### src/rtl/adder_tree_pipe.sv
// ============================================================================
//  Module   : adder_tree_pipe
//  Purpose  : Masked, fully pipelined signed adder tree with a sum and a floor-mean output.
//  Revision : 1.0
// ============================================================================
`default_nettype none

module adder_tree_pipe #(
    parameter  int N_CH  = 16,
    parameter  int IN_W  = 19,
    localparam int LG    = $clog2(N_CH),
    localparam int OUT_W = IN_W + LG
) (
    input  logic                   clk,
    input  logic                   rst,
    input  logic                   in_valid,
    output logic                   in_ready,
    input  logic [N_CH*IN_W-1:0]   in_data,
    input  logic [N_CH-1:0]        ch_mask,
    output logic                   out_valid,
    input  logic                   out_ready,
    output logic [OUT_W-1:0]       out_sum,
    output logic [IN_W-1:0]        out_mean
);

    logic          w_adv;
    logic [LG-1:0] r_vld;

    // The whole pipe moves as one; a stalled output freezes every stage.
    assign w_adv     = !out_valid || out_ready;
    // Reset forces ready high even if a result was still being held.
    assign in_ready  = w_adv || rst;
    assign out_valid = r_vld[LG-1];

    always_ff @(posedge clk) begin
        if (rst) begin
            r_vld <= '0;
        end else if (w_adv) begin
            for (int j = LG - 1; j > 0; j--) begin
                r_vld[j] <= r_vld[j-1];
            end
            r_vld[0] <= in_valid;
        end
    end

    for (genvar j = 1; j <= LG; j++) begin : g_lvl
        localparam int c_w = IN_W + j;
        localparam int c_n = N_CH >> j;

        for (genvar k = 0; k < c_n; k++) begin : g_node
            logic [c_w-2:0] w_a;
            logic [c_w-2:0] w_b;
            logic [c_w-1:0] r_sum;

            if (j == 1) begin : g_leaf
                assign w_a = ch_mask[2*k]   ? in_data[(2*k)*IN_W   +: IN_W] : '0;
                assign w_b = ch_mask[2*k+1] ? in_data[(2*k+1)*IN_W +: IN_W] : '0;
            end else begin : g_inner
                assign w_a = g_lvl[j-1].g_node[2*k].r_sum;
                assign w_b = g_lvl[j-1].g_node[2*k+1].r_sum;
            end

            // One guard bit per level keeps every partial sum exact.
            always_ff @(posedge clk) begin
                if (rst) begin
                    r_sum <= '0;
                end else if (w_adv) begin
                    r_sum <= {w_a[c_w-2], w_a} + {w_b[c_w-2], w_b};
                end
            end
        end
    end

    assign out_sum  = g_lvl[LG].g_node[0].r_sum;
    assign out_mean = out_sum[OUT_W-1:LG];

endmodule

`default_nettype wire
### config.mk
export PLATFORM = sky130hd
export DESIGN_NAME = adder_tree_pipe
export DESIGN_NICKNAME = d
export VERILOG_FILES = /design/src/rtl/adder_tree_pipe.sv
export SDC_FILE = /design/constraint.sdc
export NUM_CORES = 1
export LEC_CHECK = 0
export ABC_CLOCK_PERIOD_IN_PS = 2900
export BUFFER_PORTS_ARGS = -buffer_cell sky130_fd_sc_hd__buf_2
export CORE_ASPECT_RATIO = 1.1
export CORE_UTILIZATION = 49
export DETAILED_ROUTE_END_ITERATION = 8
export PLACE_DENSITY_LB_ADDON = 0.12
export SLEW_MARGIN = 20
export SYNTH_ARGS = -nofsm -noshare
export SYNTH_HDL_FRONTEND = slang
export SYNTH_SLANG_ARGS = --single-unit
### constraint.sdc
create_clock -name clk -period 2.9 [get_ports clk]
set_input_delay 0.145 -clock clk [delete_from_list [all_inputs] [get_ports clk]]
set_output_delay 0.145 -clock clk [all_outputs]
set_load 0.02 [all_outputs]
==> key figures <==
Placement
  • Hpwl dp: 53600 um
  • Port Buffers: 367
  • Inst Count DP: 4206
  • Placer Congestion: 0.894

Global routing
  • Largest net degree at the start of global routing: 220
  • Met2 Use GR: 0.428
  • Busiest grt layer: met2
  • Gr usage total: 0.257
  • Overflow after GRT: 0
  • First-pass GRT wire length: 114000 um
  • Vias in the first global route: 23400
  • M1 GR Usage: 0.357
  • Initial antenna violation count: 2
  • Grt met3 use: 0.0246

CTS
  • Clock Tree Buf Depth: 3
  • CTS HTree Levels: 2
  • Clock transition at path regs: 0.06 ns
  • Num CTS Buffers: 38
  • Clock root buffer: clkbuf_16
  • Clk_lat worst skew: 0.55 ns
  • Clk sinks: 315
  • CTS tree: yes

Job
  • Max Cap Viol: 0

Floorplan
  • Core Area: 51600 sq um
  • Starting Density: 0.499
  • Die width: 221 um
  • Die area: 53500 sq um
  • Ports: 368
  • Die Height: 242 um
  • Site Rows: 87

Power
  • Sw Pwr: 5.18 mW
  • Leak Pwr: 14.1 nW
  • Gate power share: 0.317
  • Clk pwr share: 0.331
  • Register share of total power: 0.352
  • Net Sw Frac: 0.336
  • Internal power component: 10.2 mW
  • VDD IR max: 0.387 mV
  • Power Density: 522 nW/um^2

Yosys
  • Main flop type after synthesis: dfxtp_1
  • Sequential share of the synthesized area: 0.245
  • Post-synth top area cell: dfxtp_1
  • Cell variety after synth: 76
  • Synth Area per Inst: 7.80 sq um
  • FF+latch count, synth: 315
  • Post-synth EDFFs: 0
  • Mapped Cells: 3298
  • Synth Warn #: 0
  • Top cells by area, synth: dfxtp_1 24%, ha_1 14%, and2_1 7.5%, a21oi_1 6.8%, nand2_1 6.6%
  • Area fraction of the dominant cell type after synthesis: 0.245
  • Syn Nets: 3933
  • Share of flip-flops with an asynchronous set or reset: 0
  • Post-Syn Area: 25700 sq um

Worst setup path
  • Reg2Reg Depth: 10
  • WP buf/inv: 0
  • Crit. Startpoint: g_lvl[1].g_node[4].r_sum[0]
  • Crit start category: register
  • CP Class: reg2reg
  • Worst setup endpoint: g_lvl[2].g_node[2].r_sum[14]
  • Most common cell on crit path: a21o_1
  • Worst setup EP type: register
  • Max incr delay on CP: 0.39 ns
  • Slowest stage cell, crit path: a2111oi_4
  • R2R Setup Slk: 0.12 ns
  • Worst R2R End: g_lvl[2].g_node[2].r_sum[14]
  • Crit path depth: 10
  • CP delay by family, top: compound AO/OA/AOI/OAI gates
  • Worst endpoint data arrival time: 3.17 ns
  • Critical path cell sequence: ha_1 > fa_2 > a21o_1 > a21o_1 > a2111oi_4 > o31ai_4 > o31a_1 > a31oi_2 > xor2_1 > a211oi_1
  • Required time worst endpoint: 3.29 ns
  • Reg2Reg Launch Point: g_lvl[1].g_node[4].r_sum[0]
  • Critical path fanouts, max: 3

Finish
  • Synth-to-Final Area Change: 14.9%
  • Filler instances: 4880
  • Fraction of layout cells with a size suffix above 1: 0.139
  • Fin cells: 4285
  • Inserted Diodes: 0
  • Nets: 4223

STA
  • Fmax: 359 MHz
  • Setup TNS: 0 ns
  • Measured slew at the worst slew-check pin: 1.08 ns
  • Worst Clk Skew: 0.0105 ns
  • Tmin final: 2.78 ns
  • Final setup fails: 0
  • Rel. slew slack: 0.282
  • WHS: 0.111 ns
  • Slew Limit Fails: 0
  • Tcrit/Tclk final: 0.959
  • Final hold violation count: 0
  • RSZ-0062 raised after global routing: false

Outcome
  • Failing checks: DRC
  • Outcome: finished with violations

Route
  • Routed WL: 70700 um
  • Drt pass-1 iters: 8
  • Vias per inst: 5.67
  • WL/cell: 16.5 um
  • Residual DRC: 19
  • Iter 0 DRT Violations: 1260
  • Detail Route Antenna Nets: 0
  • Routed vias: 24300

Worst hold path
  • Worst Hold Class: in2reg
==> per-stage QoR <==
step | utilization | setup WS [ns] | power, mW | cell area [sq um]
floorplan | - | 0.252 | 8.95 | 25700
global placement | 0.544 | 0.129 | 10.2 | 28100
detailed placement | 0.544 | 0.0490 | 10.3 | 28100
CTS | 0.571 | 0.0696 | 15.5 | 29500
global route | 0.573 | 0.00649 | 16.4 | 29600
finish | 0.573 | 0.118 | 15.4 | 29600
==> tightest hold or removal path: stages <==
cell     delay (ns)
buf_2          0.08
and2_1         0.11
ha_1           0.15
a22oi_1        0.07
nand3_1        0.07
==> power groups by stage <==
stage / Combinational [mW] / Sequential (mW) / Clock [mW]
after floorplan: 3.57 / 5.38 / 0
after CTS: 4.86 / 5.42 / 5.23
after detailed placement: 4.81 / 5.51 / 0
after global routing: 5.47 / 5.49 / 5.41
final: 4.90 / 5.42 / 5.11
after global placement: 4.75 / 5.50 / 0
==> synth_stat cells, types with 60 or more instances <==
master,instances
and2_1,308
nand2_1,450
xnor2_1,139
o21ai_0,204
clkbuf_1,130
a21o_1,147
inv_1,64
a211oi_1,60
xor2_1,94
nor2_1,167
ha_1,296
dfxtp_1,315
a21oi_1,350
==> kinds of logic after synthesis <==
| family | count (synthesis) | share of synthesized area |
|---|---|---|
| simple gates | 1151 | 0.219 |
| compound gates | 1064 | 0.265 |
| flops | 315 | 0.245 |
| fa+ha+maj | 311 | 0.156 |
| xor+xnor | 233 | 0.0793 |
| buf+inv | 223 | 0.0354 |
| mux | 1 | 0.000389 |
==> final cells by class <==
class / instances / area [sq um] / share of cell area
Timing Repair Buffer: 409 / 2230 / 0.0753
Clock buffer: 56 / 1140 / 0.0386
Inverter: 64 / 240 / 0.00812
Clock inverter: 14 / 210 / 0.00711
Multi-Input combinational cell: 2760 / 18600 / 0.629
Tap cell: 667 / 835 / 0.0282
Sequential cell: 315 / 6310 / 0.213
==> cells in the final DEF, fill, tap and decap left out, types with 11 or more instances in the layout <==
cell       Yosys  layout
xnor2_1      139     139
dfxtp_1      315     315
o21ai_0      204     204
nand2_1      450     450
clkbuf_16      0      41
a211oi_1      60      59
a31oi_1       27      26
a21oi_1      350     348
o21bai_1      34      33
nor2_1       167     165
inv_1         64      64
and2_1       308     308
xor2_1        94      94
a211o_1       15      15
nor3_1        26      26
buf_2          2     366
or3_1         12      12
and3_1        20      20
o21a_1        39      39
nand3_1       39      39
fa_1          15      14
a21o_1       147     147
o21ai_1       27      27
nand4_1       24      24
nor2b_1       28      27
nand2b_1      33      31
o2111ai_1     12      11
a311oi_1      11      11
ha_1         296     296
buf_4         19      35
o31ai_1       13      13
==> layer usage <==
layer,routed length (um),share of wire
met3,2990,0.042
met4,1070,0.015
met5,23,0.00033
met1,34100,0.48
met2,32500,0.46
==> worst min path at each step <==
stage | from | endpoint | slack [ns] | depth (start not counted)
after floorplan | in_valid | r_vld[0] | 0.29 | 2
after global placement | in_valid | r_vld[0] | 0.40 | 3
after detailed placement | in_valid | r_vld[0] | 0.40 | 3
after CTS | in_data[226] | g_lvl[1].g_node[5].r_sum[18] | 0.08 | 5
after global routing | in_data[207] | g_lvl[1].g_node[5].r_sum[18] | 0.11 | 5
final | in_data[207] | g_lvl[1].g_node[5].r_sum[18] | 0.11 | 5
==> state kept, by name, summed over array words and instances (netlist names) <==
register and count:
out_sum 23, r_vld 4, g_lvl.g_node.r_sum 288
==> timing repair <==
item	CTS	global route
hold endpoints to repair	18	0
endpoints found under the setup margin	0	11
resized for setup	0	11
hold buffers	2	0
setup buffers	0	6
Power figures use the tool's default switching activity.
